## src/rtl/uart_pkg.sv

```systemverilog
// Shared definitions for the memory-mapped UART transmitter: register
// offsets, status bit positions, TX FSM encoding and a status packer.
package uart_pkg;

  localparam logic [31:0] TXDATA_OFS = 32'd0;
  localparam logic [31:0] STATUS_OFS = 32'd4;

  localparam int ST_FULL  = 0;
  localparam int ST_EMPTY = 1;
  localparam int ST_BUSY  = 2;
  localparam int ST_OVF   = 3;

  typedef enum logic [1:0] {
    IDLE  = 2'd0,
    START = 2'd1,
    DATA  = 2'd2,
    STOP  = 2'd3
  } tx_state_t;

  // Builds the 32-bit STATUS word; unused upper bits read as zero.
  function automatic logic [31:0] pack_status(input logic full,
                                              input logic empty,
                                              input logic busy,
                                              input logic ovf);
    logic [31:0] s;
    s           = '0;
    s[ST_FULL]  = full;
    s[ST_EMPTY] = empty;
    s[ST_BUSY]  = busy;
    s[ST_OVF]   = ovf;
    return s;
  endfunction

endpackage

```

## src/rtl/sync_fifo.sv

```systemverilog
// Single-clock FIFO with show-ahead output. Pointers carry one extra wrap
// bit so full and empty are distinguished without an occupancy counter.
// Pushes into a full FIFO and pops from an empty one are ignored.
module sync_fifo #(
  parameter int WIDTH = 8,
  parameter int DEPTH = 8
) (
  input  logic             clk,
  input  logic             reset,
  input  logic             push,
  input  logic             pop,
  input  logic [WIDTH-1:0] din,
  output logic [WIDTH-1:0] dout,
  output logic             full,
  output logic             empty
);

  localparam int AW = $clog2(DEPTH);
  localparam logic [AW:0] PTR_ONE = {{AW{1'b0}}, 1'b1};

  logic [WIDTH-1:0] mem [DEPTH];
  logic [AW:0]      wr_ptr_reg;
  logic [AW:0]      rd_ptr_reg;
  logic             do_push;
  logic             do_pop;

  assign empty   = (wr_ptr_reg == rd_ptr_reg);
  assign full    = (wr_ptr_reg[AW] != rd_ptr_reg[AW]) &&
                   (wr_ptr_reg[AW-1:0] == rd_ptr_reg[AW-1:0]);
  assign do_push = push && !full;
  assign do_pop  = pop && !empty;

  // The head entry is presented combinationally so a pop can load it directly.
  assign dout = mem[rd_ptr_reg[AW-1:0]];

  // Storage write; contents need no reset because the pointers define validity.
  always_ff @(posedge clk) begin
    if (do_push) begin
      mem[wr_ptr_reg[AW-1:0]] <= din;
    end
  end

  // Pointer update; reset empties the FIFO by aligning both pointers.
  always_ff @(posedge clk or posedge reset) begin
    if (reset) begin
      wr_ptr_reg <= '0;
      rd_ptr_reg <= '0;
    end else begin
      if (do_push) wr_ptr_reg <= wr_ptr_reg + PTR_ONE;
      if (do_pop)  rd_ptr_reg <= rd_ptr_reg + PTR_ONE;
    end
  end

endmodule

```

## src/rtl/uart_tx_mmio.sv

```systemverilog
// Memory-mapped 8N1 UART transmitter. Stores to TXDATA queue bytes in a
// FIFO, STATUS reports {ovf, busy, empty, full}, and a four-state FSM
// serialises queued bytes back to back onto a registered tx line.
module uart_tx_mmio
  import uart_pkg::*;
#(
  parameter logic [31:0] BASE_ADDR    = 32'h0000_0100,
  parameter int          CLKS_PER_BIT = 434,
  parameter int          FIFO_DEPTH   = 8
) (
  input  logic        clk,
  input  logic        reset,
  input  logic [31:0] addr,
  input  logic [31:0] wdata,
  input  logic        we,
  output logic [31:0] rdata,
  output logic        tx
);

  localparam int               CNT_W    = $clog2(CLKS_PER_BIT);
  localparam logic [CNT_W-1:0] CNT_LAST = CNT_W'(CLKS_PER_BIT - 1);

  tx_state_t        state_reg, state_next;
  logic [CNT_W-1:0] baud_cnt_reg, baud_cnt_next;
  logic [2:0]       bit_idx_reg, bit_idx_next;
  logic [7:0]       shift_reg, shift_next;
  logic             tx_reg, tx_next;
  logic             ovf_reg;
  logic [31:0]      rdata_reg;

  logic             hit_txdata;
  logic             hit_status;
  logic             push_req;
  logic             fifo_pop;
  logic [7:0]       fifo_dout;
  logic             fifo_full;
  logic             fifo_empty;
  logic             baud_done;
  logic             busy;
  logic             unused_wdata;

  assign hit_txdata   = (addr == BASE_ADDR + TXDATA_OFS);
  assign hit_status   = (addr == BASE_ADDR + STATUS_OFS);
  assign push_req     = we && hit_txdata;
  assign baud_done    = (baud_cnt_reg == CNT_LAST);
  assign busy         = (state_reg != IDLE);
  assign unused_wdata = ^wdata[31:8];

  sync_fifo #(
    .WIDTH (8),
    .DEPTH (FIFO_DEPTH)
  ) u_fifo (
    .clk   (clk),
    .reset (reset),
    .push  (push_req),
    .pop   (fifo_pop),
    .din   (wdata[7:0]),
    .dout  (fifo_dout),
    .full  (fifo_full),
    .empty (fifo_empty)
  );

  // State register plus the FSM's counters, shift register and tx flop.
  always_ff @(posedge clk or posedge reset) begin
    if (reset) begin
      state_reg    <= IDLE;
      baud_cnt_reg <= '0;
      bit_idx_reg  <= '0;
      shift_reg    <= '0;
      tx_reg       <= 1'b1;
    end else begin
      state_reg    <= state_next;
      baud_cnt_reg <= baud_cnt_next;
      bit_idx_reg  <= bit_idx_next;
      shift_reg    <= shift_next;
      tx_reg       <= tx_next;
    end
  end

  // Next-state logic; a pop happens whenever a new frame is started.
  always_comb begin
    state_next = state_reg;
    fifo_pop   = 1'b0;
    unique case (state_reg)
      IDLE: begin
        if (!fifo_empty) begin
          state_next = START;
          fifo_pop   = 1'b1;
        end
      end
      START: begin
        if (baud_done) state_next = DATA;
      end
      DATA: begin
        if (baud_done && (bit_idx_reg == 3'd7)) state_next = STOP;
      end
      STOP: begin
        if (baud_done) begin
          if (!fifo_empty) begin
            state_next = START;
            fifo_pop   = 1'b1;
          end else begin
            state_next = IDLE;
          end
        end
      end
    endcase
  end

  // Datapath and output logic; tx is driven from the upcoming state so the
  // registered line lines up with the state it belongs to.
  always_comb begin
    baud_cnt_next = baud_cnt_reg + CNT_W'(1);
    if ((state_reg == IDLE) || (state_next != state_reg) || baud_done) begin
      baud_cnt_next = '0;
    end

    bit_idx_next = bit_idx_reg;
    if (state_reg != DATA) begin
      bit_idx_next = '0;
    end else if (baud_done) begin
      bit_idx_next = bit_idx_reg + 3'd1;
    end

    shift_next = shift_reg;
    if (fifo_pop) begin
      shift_next = fifo_dout;
    end else if ((state_reg == DATA) && baud_done) begin
      shift_next = {1'b0, shift_reg[7:1]};
    end

    unique case (state_next)
      START:   tx_next = 1'b0;
      DATA:    tx_next = shift_next[0];
      default: tx_next = 1'b1;
    endcase
  end

  // Sticky overflow flag; a same-cycle overflow beats a software clear.
  always_ff @(posedge clk or posedge reset) begin
    if (reset) begin
      ovf_reg <= 1'b0;
    end else if (push_req && fifo_full) begin
      ovf_reg <= 1'b1;
    end else if (we && hit_status && wdata[ST_OVF]) begin
      ovf_reg <= 1'b0;
    end
  end

  // Registered read port; STATUS uses pre-edge state, everything else reads 0.
  always_ff @(posedge clk or posedge reset) begin
    if (reset) begin
      rdata_reg <= '0;
    end else if (hit_status) begin
      rdata_reg <= pack_status(fifo_full, fifo_empty, busy, ovf_reg);
    end else begin
      rdata_reg <= '0;
    end
  end

  assign rdata = rdata_reg;
  assign tx    = tx_reg;

endmodule

```

## config.mk

```make
export PLATFORM = sky130hd
export DESIGN_NAME = uart_tx_mmio
export DESIGN_NICKNAME = d
export VERILOG_FILES = /design/src/rtl/uart_pkg.sv /design/src/rtl/sync_fifo.sv /design/src/rtl/uart_tx_mmio.sv
export SDC_FILE = /design/constraint.sdc
export NUM_CORES = 1
export LEC_CHECK = 0
export CAP_MARGIN = 40
export CELL_PAD_IN_SITES_DETAIL_PLACEMENT = 1
export CELL_PAD_IN_SITES_GLOBAL_PLACEMENT = 1
export CORE_UTILIZATION = 25
export CTS_BUF_LIST = sky130_fd_sc_hd__clkbuf_8
export DETAILED_ROUTE_END_ITERATION = 8
export PLACE_DENSITY_LB_ADDON = 0.25
export RECOVER_POWER = 25
export SLEW_MARGIN = 20
export SYNTH_ARGS = -nofsm -noshare
export SYNTH_HDL_FRONTEND = slang
export SYNTH_SLANG_ARGS = --single-unit
```

## constraint.sdc

```tcl
create_clock -name clk -period 2.91 [get_ports clk]
set_clock_uncertainty 0.2 [all_clocks]
set_input_delay 0.4365 -clock clk [delete_from_list [all_inputs] [get_ports clk]]
set_output_delay 0.4365 -clock clk [all_outputs]
set_load 0.02 [all_outputs]
```

==> summary.md, run 1 <==
| Metric | Value |
|---|---|
| Status | finished clean |
| Main combinational cell family by area after synthesis | multiplexers |
| Clk slew on worst S/H paths | 0.10 ns |
| Post-layout minimum cycle time | 2.53 ns |
| Final worst-path cycle share | 87.0% |
| Htree depth | 3 |
| CP top delay family | simple AND/OR/NAND/NOR gates |
| CP Max Fanout | 8 |
| # Post-CTS Setup Buffers | 0 |
| Worst-margin pin slew | 0.926 ns |
| Max Slew Vio Count | 0 |
| Critical path class | in -> reg |
| Area growth from synthesis to layout | 20.4% |
| EDFF count, synth | 64 |
| Chip width | 138 um |
| Post-Synth Simple-Gate Area | 9.89% |
| First-pass GRT wire length | 15400 um |
| RSZ-0062 raised after global routing | no |
| Worst setup SP type | primary input |
| Overall power | 2.54 mW |
| Adder-cell share of the synthesized area | 2.72% |
| Final hold slack | 0.320 ns |
| Multiplexer share of the synthesized area | 12.7% |
| Post-Synth XOR/XNOR Area | 3.94% |
| Placer Congestion | 0.702 |
| N_diodes | 0 |
| Worst Hold Class | reg -> reg |
| Final hold violation count | 0 |
| Max-cap violations | 0 |
| Vias in the first global route | 2835 |
| Hold path depth | 1 |
| Seq/Total Area, Yosys | 61.3% |
| Pwr/cell area | 459 nW/um2 |
| Worst-path cell chain | clkdlybuf4s50_1 -> nor4_1 -> nand4_1 -> nor4_4 -> nand2b_1 -> nor3_1 -> buf_4 |
| Area of the multi-input gates | 1580 um2 |
| Yosys reg bits | 100 |
| Non-filler instance count after layout | 615 |
| Chip height | 138 um |
| Antenna Nets Post-Route | 0 |
| Vias per inst | 4.24 |
| CTS resizes | 0 |
| Share of the synthesized area in the top cell type | 41.8% |
| Clock sink count | 100 |
| Nets | 458 |
| Crit path largest cell delay | 0.42 ns |
| Clk_lat worst skew | 0.37 ns |
| Ys flop type | edfxtp_1 |
| Initial antenna violation count | 0 |
| Residual DRC count | 0 |
| FP Rows | 49 |
| Post-Syn Area | 4600 um2 |
| Slew HR | 38.2% |
| Synth area leader | edfxtp_1 |
| Ys async rst share | 36.0% |
| # IOs | 100 |
| CTS max path bufs | 2 |
| Fmax | 0.395 GHz |
| CTS Root Cell | clkbuf_8 |
| Cell count after placement | 598 |
| Ratio of cells with drive above 1 in the final layout | 18.7% |
| P_leak | 2.08 nW |
| CP max-delay cell | nor4_4 |
| Remaining global-route overflow | 0 |
| Register area | 2820 um2 |
| DRT iter0 DRCs | 163 |
| GRT Overall Usage | 10.9% |
| Final Util | 30.8% |
| Cells after synthesis | 315 |
| Die Area | 19000 um2 |
| Compound-cell area share of the yosys netlist | 2.72% |
| Critical path required time | 2.79 ns |
| Worst R2R Start | u_fifo.wr_ptr_reg[2] |
| Peak VDD IR | 0.230 mV |
| Cts hold-fix bufs | 0 |
| Register-to-Register Path Depth | 6 |
| Hold endpoint | baud_cnt_reg[0] |
| Vias | 2608 |
| Min-delay src | baud_cnt_reg[0] |
| Leading post-synthesis cells by cell area | edfxtp_1 42%, dfrtp_1 19%, mux4_2 7.8%, buf_4 4.9%, ha_1 2.7% |
| IO Port Bufs | 47 |
| Post-DP Area | 5340 um2 |
| Final Cell Area | 5540 um2 |
| Syn avg cell area | 14.6 um2 |
| TNS Setup | 0 ns |
| Worst Path Buf+Inv | 2 |
| DRT Pass-1 Iters | 4 |
| CTS tree | built |
| Worst setup EP type | flop |
| Max FFs per register | 64 |
| R2R Setup Slk | 0.49 ns |
| Critical R2R Capture | u_fifo.mem[0][3] |
| Filler cells | 1940 |
| Cts bufs inserted | 9 |
| Yosys cell types | 45 |
| Worst setup margin | 0.379 ns |
| WL/cell | 15.2 um |
| Synth Warn # | 0 |
| Initial Utilization | 25.5% |
| Largest net degree at the start of global routing | 37 |
| HPWL Detailed | 6500 um |
| Final setup viols | 0 |
| Pre-CTS setup slack | -0.0250 ns |
| Crit path DAT | 2.41 ns |
| Core box area | 18000 um2 |
| Final WL | 9320 um |
-- layout make-up --
type | instances | area share (%)
flip-flops and latches | 100 | 50.9
clock buffers | 9 | 2.23
repair buffers | 66 | 11.2
clock inverters | 7 | 1.31
well taps | 229 | 5.17
multi-input cells | 195 | 28.5
inverters | 9 | 0.609
-- power breakdown --
| group | switching [mW] | internal (mW) | total (mW) |
|---|---|---|---|
| registers | 0.00450 | 1.52 | 1.53 |
| clock network | 0.545 | 0.341 | 0.887 |
| logic | 0.0722 | 0.0574 | 0.130 |
| total | 0.622 | 1.92 | 2.54 |
-- layer usage --
layer | GRT usage [%] | wire length, um
met3 | 2.54 | 294
met4 | 3.08 | 93
met5 | 0 | 0
met2 | 18.5 | 4650
met1 | 13.9 | 4290
-- cell usage after synthesis, types with 2 or more instances --
cell      instances
edfxtp_1         64
dfrtp_1          35
buf_4            30
nor2_1           30
mux4_2           16
nand2_1          13
mux2i_1          11
xnor2_1          11
ha_1             10
inv_1             9
mux2_2            9
a21oi_1           6
nor4_1            6
xor2_1            6
nand4_1           5
nor3_1            5
buf_2             4
nand3_1           4
o21ai_0           4
and3_1            3
nand2b_1          3
nor2b_1           3
a31oi_1           2
and2_1            2
clkbuf_1          2
nor4_4            2
xor2_2            2
-- worst max-delay path by stage --
stage	startpoint	end	slack, ns	cells past startpoint
global route	addr[1]	u_fifo.mem[0][3]	0.14	7
detailed placement	addr[1]	u_fifo.mem[0][1]	-0.02	7
CTS	addr[1]	u_fifo.mem[0][3]	0.36	7
global placement	addr[1]	u_fifo.mem[0][1]	-0.004	7
floorplan	addr[11]	u_fifo.mem[0][0]	0.23	5
finish	addr[1]	u_fifo.mem[0][3]	0.38	7
-- logic make-up (layout without fill, tap and decap cells) --
family,after synthesis,in the layout
AO/OA/AOI/OAI,19,19
XOR/XNOR,19,19
adder cells (fa/ha/maj),10,10
buffers and inverters,47,91
flip-flops,100,100
multiplexers,37,37
other,1,28
AND/OR/NAND/NOR,82,82
-- layout by cell type, fill, tap and decap left out, types with 5 or more instances in the layout --
| master | count |
|---|---|
| xnor2_1 | 11 |
| nor3_1 | 5 |
| buf_4 | 16 |
| xor2_1 | 6 |
| mux2i_1 | 11 |
| mux2_2 | 9 |
| ha_1 | 10 |
| nand2_1 | 13 |
| inv_1 | 9 |
| dfrtp_1 | 35 |
| a21oi_1 | 6 |
| mux4_2 | 16 |
| nand4_1 | 5 |
| clkdlybuf4s50_1 | 40 |
| clkbuf_8 | 9 |
| nor4_1 | 6 |
| conb_1 | 28 |
| nor2_1 | 30 |
| dlygate4sd3_1 | 7 |
| edfxtp_1 | 64 |
Power figures use the tool's default switching activity.
==> inputs of run 2 (changes only) <==
--- a/config.mk
+++ b/config.mk
@@ -11,6 +11,7 @@
 export CORE_UTILIZATION = 25
 export CTS_BUF_LIST = sky130_fd_sc_hd__clkbuf_8
 export DETAILED_ROUTE_END_ITERATION = 8
+export MAX_ROUTING_LAYER = met4
 export PLACE_DENSITY_LB_ADDON = 0.25
 export RECOVER_POWER = 25
 export SLEW_MARGIN = 20
==> summary.md, run 2 (synthesis results as in run 1) <==
| Metric | Value |
|---|---|
| P_sw | 624 uW |
| Pwr/cell area | 459 nW/um2 |
| Htree depth | 3 |
| Die Area | 19000 um2 |
| Worst Hold Class | reg -> reg |
| Met2 Track Usage GR | 18.5% |
| DRT Pass-1 Iters | 6 |
| Largest net degree at the start of global routing | 37 |
| Final Cell Area | 5540 um2 |
| Clk_lat worst skew | 0.37 ns |
| M3 GR Usage | 2.54% |
| CTS tree | built |
| Worst Path Buf+Inv | 2 |
| Vias | 2613 |
| Worst setup EP type | flop |
| Slew HR | 38.3% |
| Final WL | 9330 um |
| Post-DP Area | 5340 um2 |
| DRT iter0 DRCs | 159 |
| Vias in the first global route | 2838 |
| Final setup viols | 0 |
| Fmax | 0.395 GHz |
| CTS Root Cell | clkbuf_8 |
| CP Max Fanout | 8 |
| Max FFs per register | 64 |
| Clk network pwr share | 34.9% |
| Chip height | 138 um |
| Status | finished clean |
| Chip width | 138 um |
| Final hold violation count | 0 |
| IO Port Bufs | 47 |
| HPWL Detailed | 6500 um |
| # IOs | 100 |
| Area growth from synthesis to layout | 20.4% |
| Core box area | 18000 um2 |
| Remaining global-route overflow | 0 |
| CP top delay family | simple AND/OR/NAND/NOR gates |
| Residual DRC count | 0 |
| CP max-delay cell | nor4_4 |
| Critical path class | in -> reg |
| Worst-margin pin slew | 0.926 ns |
| P_leak | 2.08 nW |
| Commonest cells after routing, fill and taps aside | 64 x edfxtp_1, 40 x clkdlybuf4s50_1, 35 x dfrtp_1, 30 x nor2_1, 28 x conb_1 |
| Cts bufs inserted | 9 |
| Max-cap violations | 0 |
| Post-layout minimum cycle time | 2.53 ns |
| Worst setup SP type | primary input |
| Cts hold-fix bufs | 0 |
| N_diodes | 0 |
| Overall power | 2.55 mW |
| Peak VDD IR | 0.230 mV |
| Crit path DAT | 2.41 ns |
| Crit path largest cell delay | 0.42 ns |
| Gate power share | 5.1% |
| Ratio of cells with drive above 1 in the final layout | 18.7% |
| Clock sink count | 100 |
| Net Sw Frac | 24.5% |
| Final worst-path cycle share | 86.9% |
| WL/cell | 15.2 um |
| Seq pwr share | 60.0% |
| Critical path required time | 2.79 ns |
| RSZ-0062 raised after global routing | no |
| Worst-path cell chain | clkdlybuf4s50_1 -> nor4_1 -> nand4_1 -> nor4_4 -> nand2b_1 -> nor3_1 -> buf_4 |
| Filler cells | 1940 |
| Vias per inst | 4.25 |
| Nets | 458 |
| Initial Utilization | 25.5% |
| First-pass GRT wire length | 15400 um |
| Initial antenna violation count | 0 |
| FP Rows | 49 |
| CTS resizes | 0 |
| Most common cell after layout, fill and taps aside | edfxtp_1 |
| CTS max path bufs | 2 |
| Busiest layer in global routing | met2 |
| Placer Congestion | 0.709 |
| GRT Overall Usage | 11.3% |
| Pint | 1.92 mW |
| # Post-CTS Setup Buffers | 0 |
| Grt met1 use | 13.9% |
| Max Slew Vio Count | 0 |
| Antenna Nets Post-Route | 0 |
| Clk slew on worst S/H paths | 0.10 ns |
## run 2: cell counts in the layout (fill, tap and decap cells not counted)
No cell type changed its count.
## run 2: power by group through the flow
| stage | combinational, mW | sequential, mW | clock, mW |
|---|---|---|---|
| after floorplan | 0.0848 | 1.56 | 0 |
| after global placement | 0.131 | 1.56 | 0 |
| after detailed placement | 0.134 | 1.56 | 0 |
| after CTS | 0.134 | 1.53 | 0.919 |
| after global routing | 0.146 | 1.53 | 0.965 |
| final | 0.130 | 1.53 | 0.888 |
## run 2: worst paths after layout
kind	start	end	slack (ns)	cells past startpoint
worst max-delay path	addr[1]	u_fifo.mem[0][3]	0.38	7
min in group asynchronous	reset	u_fifo.rd_ptr_reg[2]	0.58	3
max in group asynchronous	reset	baud_cnt_reg[8]	1.35	3
worst min-delay path	baud_cnt_reg[0]	baud_cnt_reg[0]	0.32	1
worst max register to register	u_fifo.wr_ptr_reg[2]	u_fifo.mem[0][3]	0.49	6
worst min register to register	baud_cnt_reg[0]	baud_cnt_reg[0]	0.32	1
## run 2: metrics by stage
step / setup slack [ns] / hold slack [ns] / TNS, ns / util, % / instances
final: 0.380 / 0.320 / 0 / 30.8 / 615
after global routing: 0.143 / 0.364 / 0 / 30.8 / 615
after CTS: 0.363 / 0.283 / 0 / 30.7 / 614
after detailed placement: -0.0250 / 0.314 / -0.198 / 29.6 / 598
after global placement: -0.00411 / 0.291 / -0.0284 / 29.6 / 598
after floorplan: 0.232 / 0.270 / 0 / - / 342
## run 2: area by class of cell
| cell class | instances | area (um2) | share of cell area, % |
|---|---|---|---|
| inverters | 9 | 33.8 | 0.609 |
| clock buffers | 9 | 124 | 2.23 |
| flip-flops and latches | 100 | 2820 | 50.9 |
| well taps | 229 | 287 | 5.17 |
| multi-input cells | 195 | 1580 | 28.5 |
| repair buffers | 66 | 623 | 11.2 |
| clock inverters | 7 | 72.6 | 1.31 |
## run 2: worst register-to-register path, delay by kind of cell, from the launching register on
family,cells,cell delay [ns]
buffers and inverters,1,0.22
AO/OA/AOI/OAI,1,0.16
flip-flops,1,0.56
XOR/XNOR,1,0.36
AND/OR/NAND/NOR,3,0.62
## run 2: per-layer routing
metal | part of all wire [%] | vias to the layer above
met2 | 50 | 48
met1 | 46 | 1330
met3 | 2.8 | 10
met4 | 1.0 | 0
met5 | 0 | -
li1 | - | 1225
